### config.mk
export PLATFORM = sky130hd
export DESIGN_NAME = axil_master_adaptor
export DESIGN_NICKNAME = d
export VERILOG_FILES = /design/src/rtl/axil_master_adaptor.sv
export SDC_FILE = /design/constraint.sdc
export NUM_CORES = 1
export LEC_CHECK = 0
export ABC_CLOCK_PERIOD_IN_PS = 6400
export CAP_MARGIN = 30
export CORE_ASPECT_RATIO = 0.5
export CORE_MARGIN = 5
export CORE_UTILIZATION = 24
export CTS_BUF_LIST = sky130_fd_sc_hd__clkbuf_16
export DETAILED_ROUTE_END_ITERATION = 8
export MAX_ROUTING_LAYER = met4
export SYNTH_ARGS = -nofsm -noshare
export SYNTH_HDL_FRONTEND = slang
export SYNTH_SLANG_ARGS = --single-unit
### constraint.sdc
create_clock -name clk_i -period 6.4 [get_ports clk_i]
set_input_delay 0.96 -clock clk_i [delete_from_list [all_inputs] [get_ports clk_i]]
set_output_delay 0.96 -clock clk_i [all_outputs]
set_load 0.02 [all_outputs]
### src/rtl/axil_master_adaptor.sv
// Single-beat request/response to AXI4-Lite master bridge, one transaction in flight.
// Define AXIL_MASTER_ALIGN_CHECK_EN to reject misaligned/oversized requests with an error response.
module axil_master_adaptor #(
  parameter int unsigned axil_data_width_p = 32,
  parameter int unsigned axil_addr_width_p = 32
) (
  input  logic                               clk_i,
  input  logic                               reset_i,

  input  logic                               v_i,
  output logic                               ready_and_o,
  input  logic [axil_addr_width_p-1:0]       addr_i,
  input  logic                               wr_en_i,
  input  logic [1:0]                         data_size_i,
  input  logic [axil_data_width_p-1:0]       wdata_i,

  output logic                               v_o,
  input  logic                               ready_and_i,
  output logic [axil_data_width_p-1:0]       rdata_o,
  output logic                               err_o,

  output logic [axil_addr_width_p-1:0]       m_axil_awaddr_o,
  output logic [2:0]                         m_axil_awprot_o,
  output logic                               m_axil_awvalid_o,
  input  logic                               m_axil_awready_i,

  output logic [axil_data_width_p-1:0]       m_axil_wdata_o,
  output logic [axil_data_width_p/8-1:0]     m_axil_wstrb_o,
  output logic                               m_axil_wvalid_o,
  input  logic                               m_axil_wready_i,

  input  logic [1:0]                         m_axil_bresp_i,
  input  logic                               m_axil_bvalid_i,
  output logic                               m_axil_bready_o,

  output logic [axil_addr_width_p-1:0]       m_axil_araddr_o,
  output logic [2:0]                         m_axil_arprot_o,
  output logic                               m_axil_arvalid_o,
  input  logic                               m_axil_arready_i,

  input  logic [axil_data_width_p-1:0]       m_axil_rdata_i,
  input  logic [1:0]                         m_axil_rresp_i,
  input  logic                               m_axil_rvalid_i,
  output logic                               m_axil_rready_o
);

  localparam int unsigned StrbW = axil_data_width_p / 8;
  localparam int unsigned LgW   = $clog2(StrbW);
  localparam int unsigned StrbExtW = 16;

  typedef enum logic [2:0] {
    E_IDLE,
    E_WR,
    E_WAIT_B,
    E_RD,
    E_WAIT_R,
    E_RESP
  } state_e;

  state_e                          state_q;
  logic                            ready_q;
  logic                            v_q;
  logic                            err_q;
  logic [axil_data_width_p-1:0]    rdata_q;
  logic [axil_addr_width_p-1:0]    addr_q;
  logic [1:0]                      size_q;
  logic [axil_data_width_p-1:0]    wdata_q;
  logic [StrbW-1:0]                strb_q;
  logic                            awvalid_q;
  logic                            wvalid_q;
  logic                            bready_q;
  logic                            arvalid_q;
  logic                            rready_q;

  // Request-side lane arithmetic, evaluated on the incoming request
  logic [3:0]                      req_bytes;
  logic [2:0]                      size_mask;
  logic [2:0]                      lane_idx;
  logic [StrbExtW-1:0]             strb_ext;
  logic [StrbW-1:0]                req_strb;
  logic [axil_data_width_p-1:0]    req_wdata;

  always_comb begin
    req_bytes = 4'(4'd1 << data_size_i);
    size_mask = 3'(req_bytes - 4'd1);
    strb_ext  = StrbExtW'((StrbExtW'(1) << req_bytes) - StrbExtW'(1));
    strb_ext  = StrbExtW'(strb_ext << addr_i[LgW-1:0]);
    req_strb  = strb_ext[StrbW-1:0];
    req_wdata = '0;
    lane_idx  = '0;
    for (int b = 0; b < int'(StrbW); b++) begin
      lane_idx = 3'(b) & size_mask;
      req_wdata[b*8 +: 8] = 8'(wdata_i >> {lane_idx, 3'b000});
    end
  end

`ifdef AXIL_MASTER_ALIGN_CHECK_EN
  logic req_bad;
  always_comb begin
    req_bad = ((addr_i[2:0] & size_mask) != 3'd0) || (32'(data_size_i) > LgW);
  end
`endif

  // Response-side extraction from the registered offset and size
  logic [3:0]                      rd_bytes;
  logic [axil_data_width_p-1:0]    rd_shift;
  logic [axil_data_width_p-1:0]    rd_extract;

  always_comb begin
    rd_bytes   = 4'(4'd1 << size_q);
    rd_shift   = m_axil_rdata_i >> {addr_q[LgW-1:0], 3'b000};
    rd_extract = '0;
    for (int b = 0; b < int'(StrbW); b++) begin
      rd_extract[b*8 +: 8] = (4'(b) < rd_bytes) ? rd_shift[b*8 +: 8] : 8'h00;
    end
  end

  logic aw_done;
  logic w_done;
  assign aw_done = !awvalid_q || m_axil_awready_i;
  assign w_done  = !wvalid_q  || m_axil_wready_i;

  always_ff @(posedge clk_i or posedge reset_i) begin
    if (reset_i) begin
      state_q   <= E_IDLE;
      ready_q   <= 1'b0;
      v_q       <= 1'b0;
      err_q     <= 1'b0;
      rdata_q   <= '0;
      addr_q    <= '0;
      size_q    <= '0;
      wdata_q   <= '0;
      strb_q    <= '0;
      awvalid_q <= 1'b0;
      wvalid_q  <= 1'b0;
      bready_q  <= 1'b0;
      arvalid_q <= 1'b0;
      rready_q  <= 1'b0;
    end else begin
      case (state_q)
        E_IDLE: begin
          ready_q <= 1'b1;
          if (v_i && ready_q) begin
            ready_q <= 1'b0;
            addr_q  <= addr_i;
            size_q  <= data_size_i;
            wdata_q <= req_wdata;
            strb_q  <= req_strb;
            rdata_q <= '0;
            err_q   <= 1'b0;
`ifdef AXIL_MASTER_ALIGN_CHECK_EN
            if (req_bad) begin
              v_q     <= 1'b1;
              err_q   <= 1'b1;
              state_q <= E_RESP;
            end else
`endif
            if (wr_en_i) begin
              awvalid_q <= 1'b1;
              wvalid_q  <= 1'b1;
              state_q   <= E_WR;
            end else begin
              arvalid_q <= 1'b1;
              state_q   <= E_RD;
            end
          end
        end
        // AW and W retire independently; move on once both have handshaken
        E_WR: begin
          if (awvalid_q && m_axil_awready_i) awvalid_q <= 1'b0;
          if (wvalid_q && m_axil_wready_i)   wvalid_q  <= 1'b0;
          if (aw_done && w_done) begin
            bready_q <= 1'b1;
            state_q  <= E_WAIT_B;
          end
        end
        E_WAIT_B: begin
          if (m_axil_bvalid_i) begin
            bready_q <= 1'b0;
            err_q    <= m_axil_bresp_i[1];
            rdata_q  <= '0;
            v_q      <= 1'b1;
            state_q  <= E_RESP;
          end
        end
        E_RD: begin
          if (m_axil_arready_i) begin
            arvalid_q <= 1'b0;
            rready_q  <= 1'b1;
            state_q   <= E_WAIT_R;
          end
        end
        E_WAIT_R: begin
          if (m_axil_rvalid_i) begin
            rready_q <= 1'b0;
            rdata_q  <= rd_extract;
            err_q    <= m_axil_rresp_i[1];
            v_q      <= 1'b1;
            state_q  <= E_RESP;
          end
        end
        E_RESP: begin
          if (ready_and_i) begin
            v_q     <= 1'b0;
            ready_q <= 1'b1;
            state_q <= E_IDLE;
          end
        end
        default: state_q <= E_IDLE;
      endcase
    end
  end

  // Only the SLVERR/DECERR bit of each response is meaningful here
  logic unused_resp_lsb;
  assign unused_resp_lsb = m_axil_bresp_i[0] ^ m_axil_rresp_i[0];

  assign ready_and_o      = ready_q;
  assign v_o              = v_q;
  assign rdata_o          = rdata_q;
  assign err_o            = err_q;

  assign m_axil_awaddr_o  = addr_q;
  assign m_axil_awprot_o  = 3'b000;
  assign m_axil_awvalid_o = awvalid_q;
  assign m_axil_wdata_o   = wdata_q;
  assign m_axil_wstrb_o   = strb_q;
  assign m_axil_wvalid_o  = wvalid_q;
  assign m_axil_bready_o  = bready_q;
  assign m_axil_araddr_o  = addr_q;
  assign m_axil_arprot_o  = 3'b000;
  assign m_axil_arvalid_o = arvalid_q;
  assign m_axil_rready_o  = rready_q;

endmodule

==> metrics.csv, run 1 <==
metric;value;unit
gr-total-overflow;0;
status;complete, no violations;
cts_hold_buf;0;
instances_no_fill;1122;
io_buffers;249;
slew_viol_final;0;
setup_tns;0;ps
post-route-cell-area;8768;µm²
clock_skew;17.86;ps
max_freq;0.2975;GHz
final_hold_viol_count;0;
worst_pin_slew;960.0;ps
place_ws;2598;ps
dpl_cell_area;8165;µm²
fin_ws;3038;ps
synth_edf_count;0;
h-tree-depth;4;
synth_seq_cells;113;
postCtsResizedCells;0;
end_kind;register;
worstPathArrival;3670;ps
grt_pass1_wl;29.77;mm
final_core_util;38.23;%
start_util;24.53;%
p_sw;1.762;mW
critPathMaxStageDelay;930;ps
seqPwrFrac;28.6;%
insertion_delay;430;ps
drv_cap;0;
p_leak;3.855;nW
die_x;226.5;µm
via_per_inst;4.338;
p_sw_share;40.02;%
pwr-share-clk;21.3;%
synth_cell_types;42;
grt_setup_unrepaired;no;
hold_ws;476.6;ps
areaGrowthSynthToFinish;55.87;%
root_buffer;clkbuf_16;
ios;258;
numCtsBuffers;17;
clkTransAtPathRegs;50;ps
post-place-cells;1089;
ys.flop_type;dfrtp_1;
setup.worst_path.class;input port to register;
grt_max_degree;83;
cpMaxStageDelayCell;ha_1;
vias;4867;
die-area;26790;µm²
cp_cell_sequence;clkdlybuf4s50_1 > nor2_2 > buf_4 > inv_1 > ha_1 > nor2b_1 > a211oi_1 > a21oi_1 > mux2_2;
num_rows;39;
slew_headroom;36.00;%
clock_path_buffers;2;
power_density;502.0;nW/µm²
required;6710;ps
drc_errors;0;
fin_crit_sh;52.52;%
syn_inst;596;
detail-route-antenna-nets;0;
fin_crit;3362;ps
pwr-share-comb;50.1;%
worstSetupStartpointType;input port;
die_y;118.3;µm
grt_usage;14.79;%
drt_iter0_drc;235;
grt_pass1_vias;5076;
num_antenna_cells;0;
clock-sinks;113;
syn_area_per_cell;9.439;µm²
drtPass1Iterations;4;
antenna_found_initial;0;
setup_viol;0;
drive_gt1_share;6.871;%
place_hpwl;14.69;mm
tritoncts;yes;
yosysSeqAreaShare;50.27;%
core-area;22930;µm²
routed_wl;19.54;mm
cp_max_fo;26;
cts_setup_buffers;0;
finalPower;4.402;mW
worstHoldPathType;register to register;
async_flop_share;100.0;%
routabilityCongestion;0.8295;
yosys_warnings;0;
ir_drop;0.2225;mV
intPower;2.640;mW
wl_per_cell;17.42;µm
nets;916;
synth.cell_area;5625;µm²
fill_cells;2276;
[synth_stat cells, types with 2 or more instances]
master      n  area, µm²
a211o_1     8      70.07
buf_2      12      60.06
dfrtp_1   113       2828
a22oi_1     2      15.01
a31oi_1     3      18.77
mux2i_1    40      400.4
a21oi_1    18      90.09
nand2_1   180      675.7
clkbuf_1   18      67.56
nor2_1     19      71.32
o21ai_0    28      140.1
buf_1       4      15.01
mux2_2     16      180.2
a211oi_1   10      75.07
ha_1        2      25.02
nand2b_1    3      18.77
a22o_1     11      96.34
nor3_1      3      15.01
nand3_1     3      15.01
nor2b_1    20      125.1
a32o_1      8      80.08
and3_1      2      12.51
o31ai_1     2      15.01
buf_4      39      292.8
inv_1      15      56.30
[layout make-up]
type | count | area (µm²) | share of cell area (%)
Timing Repair Buffer | 257 | 2610 | 29.77
Clock inverter | 15 | 152.6 | 1.741
Sequential cell | 113 | 2828 | 32.25
Multi-Input combinational cell | 398 | 2310 | 26.34
Tap cell | 307 | 384.1 | 4.381
Inverter | 15 | 58.81 | 0.6707
Clock buffer | 17 | 425.4 | 4.852
[registers in the layout, indices dropped and copies added, names as in the netlist]
name / cells
size_q: 2
err_o: 1
m_axil_araddr_o: 32
rdata_o: 32
m_axil_arvalid_o: 1
m_axil_wstrb_o: 4
m_axil_bready_o: 1
m_axil_rready_o: 1
m_axil_wvalid_o: 1
m_axil_awvalid_o: 1
state_q: 3
m_axil_wdata_o: 32
ready_and_o: 1
v_o: 1
[critical path: cells and delay by family]
family          cells  cell delay (ps)
fa+ha+maj           1              930
simple gates        2              260
compound gates      2              310
mux                 1              270
buf+inv             3              940
[power by group through the flow]
stage / registers [mW] / clock network, mW / logic, mW
floorplan: 1.53 / 0 / 0.994
global placement: 1.28 / 0 / 2.14
detailed placement: 1.27 / 0 / 2.21
CTS: 1.26 / 0.965 / 2.21
global route: 1.30 / 0.997 / 2.34
finish: 1.26 / 0.936 / 2.21
[path summary, 6_finish.rpt]
| kind | from | endpoint | slack (ps) | cells past startpoint |
|---|---|---|---|---|
| worst max-delay path | data_size_i[1] | m_axil_wdata_o[25] | 3040 | 9 |
| worst min-delay path | m_axil_wdata_o[6] | m_axil_wdata_o[6] | 480 | 2 |
| worst max register to register | state_q[0] | rdata_o[1] | 4120 | 4 |
| worst min register to register | m_axil_wdata_o[6] | m_axil_wdata_o[6] | 480 | 2 |
| max in group asynchronous | reset_i | m_axil_araddr_o[21] | 4400 | 4 |
| min in group asynchronous | reset_i | m_axil_araddr_o[4] | 890 | 2 |
[cell families (layout without fill, tap and decap cells)]
group,Yosys count,after routing,share of synthesized area [%]
compound gates,98,98,12.01
fa+ha+maj,2,2,0.4448
buf+inv,90,304,9.208
flops,113,113,50.27
mux,57,57,10.59
other cells,1,6,0.06666
simple gates,235,235,17.42
[per-layer routing]
layer	vias to the layer above	global-route usage (%)	routed length (µm)
li1	2371	-	-
met1	2394	16.85	8237
met2	77	25.91	10530
met3	25	3.468	400
met4	0	4.544	374
met5	-	-	0
[cells in the final DEF, fill, tap and decap left out, drive strengths merged, types with 3 or more instances in the layout]
cell type and count:
a211o 8, bufinv 3, mux2i 40, nand2 180
nand2b 3, o21ai 28, a32o 8, conb 6
nand3 3, a211oi 10, nor2b 20, clkinv 7
nor3 3, a22o 11, a31oi 3, clkdlybuf4s50 249
a21oi 18, mux2 17, inv 18, nor2 19
clkbuf 18, dfrtp 113, buf 7
(Power assumes the default switching activity.)
==> run 2, diff against run 1 <==
--- a/config.mk
+++ b/config.mk
@@ -5,7 +5,7 @@
 export SDC_FILE = /design/constraint.sdc
 export NUM_CORES = 1
 export LEC_CHECK = 0
-export ABC_CLOCK_PERIOD_IN_PS = 6400
+export ABC_CLOCK_PERIOD_IN_PS = 2800
 export CAP_MARGIN = 30
 export CORE_ASPECT_RATIO = 0.5
 export CORE_MARGIN = 5
==> constraint.sdc (replaced) <==
create_clock -name clk_i -period 2.8 [get_ports clk_i]
set_input_delay 0.42 -clock clk_i [delete_from_list [all_inputs] [get_ports clk_i]]
set_output_delay 0.42 -clock clk_i [all_outputs]
set_load 0.02 [all_outputs]
==> metrics.csv, run 2 (synthesis gave the netlist of run 1 again) <==
metric;value;unit
end_kind;register;
drt_iter0_drc;338;
final_core_util;38.30;%
die-area;26790;µm²
worstSetupStartpointType;register;
critPathMaxStageDelay;590;ps
root_buffer;clkbuf_16;
post-place-cells;1094;
ir_drop;0.4780;mV
max_freq;0.4583;GHz
seqPwrFrac;28.1;%
cts_setup_buffers;0;
layout_commonest_cell;clkdlybuf4s50_1;
numCtsBuffers;17;
setup_viol;0;
grt_pass1_wl;29.50;mm
critPathTopFamily;simple AND/OR/NAND/NOR gates;
grt_pass1_vias;4919;
cts_hold_buf;0;
vias;4881;
r2r_slack;620;ps
via_per_inst;4.335;
fin_crit_sh;77.92;%
clkTransAtPathRegs;60;ps
areaGrowthSynthToFinish;56.16;%
p_sw_share;40.35;%
cpMaxStageDelayCell;dfrtp_1;
drtPass1Iterations;5;
path_depth;5;
worstHoldPathType;input port to async pin;
dpl_cell_area;8214;µm²
p_leak;3.841;nW
io_buffers;249;
final_hold_viol_count;0;
slew_viol_final;0;
routabilityCongestion;0.8681;
gr-total-overflow;0;
h-tree-depth;4;
pwr-share-clk;20.9;%
tritoncts;yes;
cp_cell_sequence;or4b_1 > o31a_2 > and3_1 > buf_4 > mux2i_1;
r2r_cells;5;
place_hpwl;14.56;mm
required;3080;ps
power_density;1137;nW/µm²
start_util;24.53;%
slew_headroom;58.20;%
grt_setup_unrepaired;no;
drive_gt1_share;7.692;%
insertion_delay;410;ps
worstPathArrival;2470;ps
detail-route-antenna-nets;0;
worst_pin_slew;627.0;ps
routed_wl;19.09;mm
pwr-share-comb;51.0;%
intPower;5.959;mW
layout_common_cells;clkdlybuf4s50_1 (249), nand2_1 (180), dfrtp_1 (113);
crit_buf_inv;1;
num_rows;39;
wl_per_cell;16.95;µm
post-route-cell-area;8785;µm²
cp_max_fo;12;
setup.worst_path.class;register to register;
ios;258;
fill_cells;2276;
die_x;226.5;µm
grt_max_degree;91;
status;complete, no violations;
grt_usage;14.48;%
clock-sinks;113;
num_antenna_cells;0;
clock_skew;13.46;ps
p_sw;4.031;mW
instances_no_fill;1126;
fin_crit;2182;ps
postCtsResizedCells;0;
drc_errors;0;
core-area;22930;µm²
clock_path_buffers;2;
antenna_found_initial;0;
nets;920;
drv_cap;0;
setup_tns;0;ps
die_y;118.3;µm
run 2: cell count changes in the layout (fill, tap and decap cells not counted), moves of 2 or more:
cell / change
buf_12: +4
buf_16: -2
buf_4: +3
clkinvlp_4: +5
inv_1: -2
run 2: worst paths after layout:
| path | startpoint | end |
|---|---|---|
| worst max-delay path | state_q[1] | rdata_o[28] |
| worst min-delay path | reset_i | m_axil_araddr_o[10] |
| worst max register to register | state_q[1] | rdata_o[28] |
| worst min register to register | m_axil_wdata_o[9] | m_axil_wdata_o[9] |
| max in group asynchronous | reset_i | rdata_o[23] |
| min in group clk_i | m_axil_wdata_o[9] | m_axil_wdata_o[9] |
run 2: per-stage QoR:
| stage | total power, mW | hold WS [ps] | worst slack, ps |
|---|---|---|---|
| floorplan | 5.773 | 446.7 | 109.7 |
| global placement | 7.912 | 460.9 | 395.3 |
| detailed placement | 7.972 | 466.1 | 343.3 |
| CTS | 10.11 | 479.5 | 613.9 |
| global route | 10.54 | 498.0 | 474.7 |
| finish | 9.989 | 466.2 | 618.2 |
run 2: per-layer routing:
layer,part of all wire [%],global-route usage [%],routed length [µm],up-vias
met5,0,-,0,-
met4,1.4,3.830,275,0
met3,2.0,2.328,390,13
met2,54,24.68,10290,83
met1,43,17.99,8128,2408
li1,-,-,-,2377
run 2: layout make-up:
class                   instances  area [µm²]  area share (%)
inverters                      15       60.06          0.6837
flip-flops and latches        113        2828           32.19
well taps                     307       384.1           4.373
repair buffers                261        2633           29.97
clock inverters                15       145.1           1.652
clock buffers                  17       425.4           4.843
multi-input cells             398        2310           26.29
run 2: power groups by stage:
stage                     Combinational [mW]  Sequential [mW]  Clock [mW]
after floorplan                         2.27             3.50           0
after CTS                               5.15             2.82        2.14
after global placement                  5.11             2.81           0
final                                   5.09             2.81        2.09
after detailed placement                5.14             2.83           0
after global routing                    5.42             2.92        2.21
run 2: worst min-delay path, cell delays in order:
cell and delay, ps:
clkdlybuf4s50_1 440, clkinvlp_4 110, buf_12 340
==> run 3, diff against run 2 <==
--- a/config.mk
+++ b/config.mk
@@ -5,7 +5,7 @@
 export SDC_FILE = /design/constraint.sdc
 export NUM_CORES = 1
 export LEC_CHECK = 0
-export ABC_CLOCK_PERIOD_IN_PS = 2800
+export ABC_CLOCK_PERIOD_IN_PS = 1800
 export CAP_MARGIN = 30
 export CORE_ASPECT_RATIO = 0.5
 export CORE_MARGIN = 5
==> constraint.sdc (replaced) <==
create_clock -name clk_i -period 1.8 [get_ports clk_i]
set_input_delay 0.27 -clock clk_i [delete_from_list [all_inputs] [get_ports clk_i]]
set_output_delay 0.27 -clock clk_i [all_outputs]
set_load 0.02 [all_outputs]
==> metrics.csv, run 3 (synthesis gave the netlist of run 1 again) <==
metric;value;unit
setup_viol;0;
clock_path_buffers;2;
layout_common_cells;clkdlybuf4s50_1 (243), nand2_1 (180), dfrtp_1 (113);
drv_cap;0;
grt_pass1_wl;31.38;mm
die_y;118.3;µm
layout.area.seq;2828;µm²
critPathMaxStageDelay;540;ps
insertion_delay;410;ps
vias;5116;
place_hpwl;15.33;mm
numCtsBuffers;17;
clock-sinks;113;
cp_max_fo;16;
num_rows;39;
clkTransAtPathRegs;50;ps
worst_pin_slew;624.7;ps
setup.worst_path.class;register to register;
grt_max_degree;40;
root_buffer;clkbuf_16;
worstPathArrival;2040;ps
grt_usage;15.24;%
worstSetupStartpointType;register;
end_kind;register;
h-tree-depth;4;
worstHoldPathType;input port to async pin;
required;2090;ps
post-route-cell-area;9117;µm²
core-area;22930;µm²
fin_ws;51.68;ps
crit_buf_inv;0;
ios;258;
r2r-end;rdata_o[16];
areaGrowthSynthToFinish;62.08;%
top_layer_used;met4;
dr_wl_met3;564;µm
r2r_slack;50;ps
instances_no_fill;1152;
met2_length;10.38;mm
gr-total-overflow;0;
r2r_start;state_q[0];
routed_wl;19.87;mm
antenna_found_initial;0;
critPathTopFamily;simple AND/OR/NAND/NOR gates;
via_per_inst;4.441;
cpMaxStageDelayCell;or4b_1;
layout_commonest_cell;clkdlybuf4s50_1;
fin_crit;1748;ps
fill_cells;2216;
status;complete, no violations;
nets;947;
die-area;26790;µm²
final_hold_viol_count;0;
drc_errors;0;
post-place-cells;1119;
wl_met1;8.283;mm
io_buffers;249;
max_freq;0.5720;GHz
detail-route-antenna-nets;0;
tritoncts;yes;
cp_cell_sequence;or4b_1 > o31a_2 > and3_4 > mux2_4;
slew_headroom;58.26;%
grt_setup_unrepaired;no;
p_leak;4.054;nW
grt_pass1_vias;5451;
die_x;226.5;µm
ir_drop;0.8461;mV
drt_iter0_drc;276;
drtPass1Iterations;4;
place_ws;-440.6;ps
start_util;24.53;%
r2r_cells;4;
wl_per_cell;17.25;µm
drive_gt1_share;11.01;%
slew_viol_final;0;
routabilityCongestion;0.8539;
multiInputGateArea;2354;µm²
dpl_cell_area;8478;µm²
power_density;1768;nW/µm²
clock_skew;8.115;ps
num_antenna_cells;0;
fin_crit_sh;97.13;%
## run 3: cell count changes in the layout (fill, tap and decap cells not counted), moves of 2 or more
cell             delta
buf_12              +5
buf_4              +21
bufinv_16           +2
clkdlybuf4s50_1     -6
clkinv_1            +2
clkinvlp_4          -6
dlygate4sd2_1       +6
nand2b_1            -2
nand2b_4            +2
## run 3: layout make-up
class                   count  area share (%)
repair buffers            288           31.74
flip-flops and latches    113           31.01
multi-input cells         398           25.81
clock buffers              17           4.666
well taps                 307           4.213
clock inverters            14           1.894
inverters                  15          0.6587
## run 3: through the flow
step | total power [mW] | TNS (ps) | hold slack, ps | utilization, %
after floorplan | 9.029 | -567.2 | 371.1 | -
after global placement | 12.60 | -10320 | 460.3 | 36.97
after detailed placement | 12.70 | -12520 | 460.7 | 36.97
after CTS | 16.25 | 0 | 229.8 | 39.57
after global routing | 17.02 | 0 | 233.1 | 39.75
final | 16.12 | 0 | 222.7 | 39.75
## run 3: power breakdown
group | internal (mW) | leakage, nW | switching (mW)
registers | 3.60 | 1.45 | 0.772
logic | 3.91 | 2.30 | 4.35
clock network | 2.28 | 0.300 | 1.21
total | 9.79 | 4.05 | 6.33
## run 3: timing repair
action                                 in CTS  in global routing
hold buffers                                0                  0
setup endpoints to repair                  10                 27
resized for setup                           7                  2
pin swaps                                   1                  1
endpoints found under the hold margin       0                  0
setup buffers                               0                  2
## run 3: worst reg2reg max path, stage by stage (launching register included)
cell and delay [ps]:
dfrtp_1 380, or4b_1 540, o31a_2 160, and3_4 240, mux2_4 320
## run 3: worst max path at each step
stage | from | end | slack, ps | cells past startpoint
finish | state_q[0] | rdata_o[16] | 50 | 4
global route | m_axil_araddr_o[18] | m_axil_awaddr_o[18] | 4 | 1
CTS | m_axil_araddr_o[18] | m_axil_awaddr_o[18] | 20 | 1
detailed placement | data_size_i[1] | m_axil_wdata_o[28] | -440 | 6
global placement | data_size_i[1] | m_axil_wdata_o[27] | -370 | 6
floorplan | state_q[0] | m_axil_wdata_o[31] | -90 | 4
## run 3: routing by layer
| layer | GRT usage [%] | up-vias |
|---|---|---|
| met5 | - | - |
| met4 | 5.483 | 0 |
| met3 | 2.750 | 34 |
| met2 | 25.73 | 113 |
| met1 | 18.36 | 2534 |
| li1 | - | 2435 |
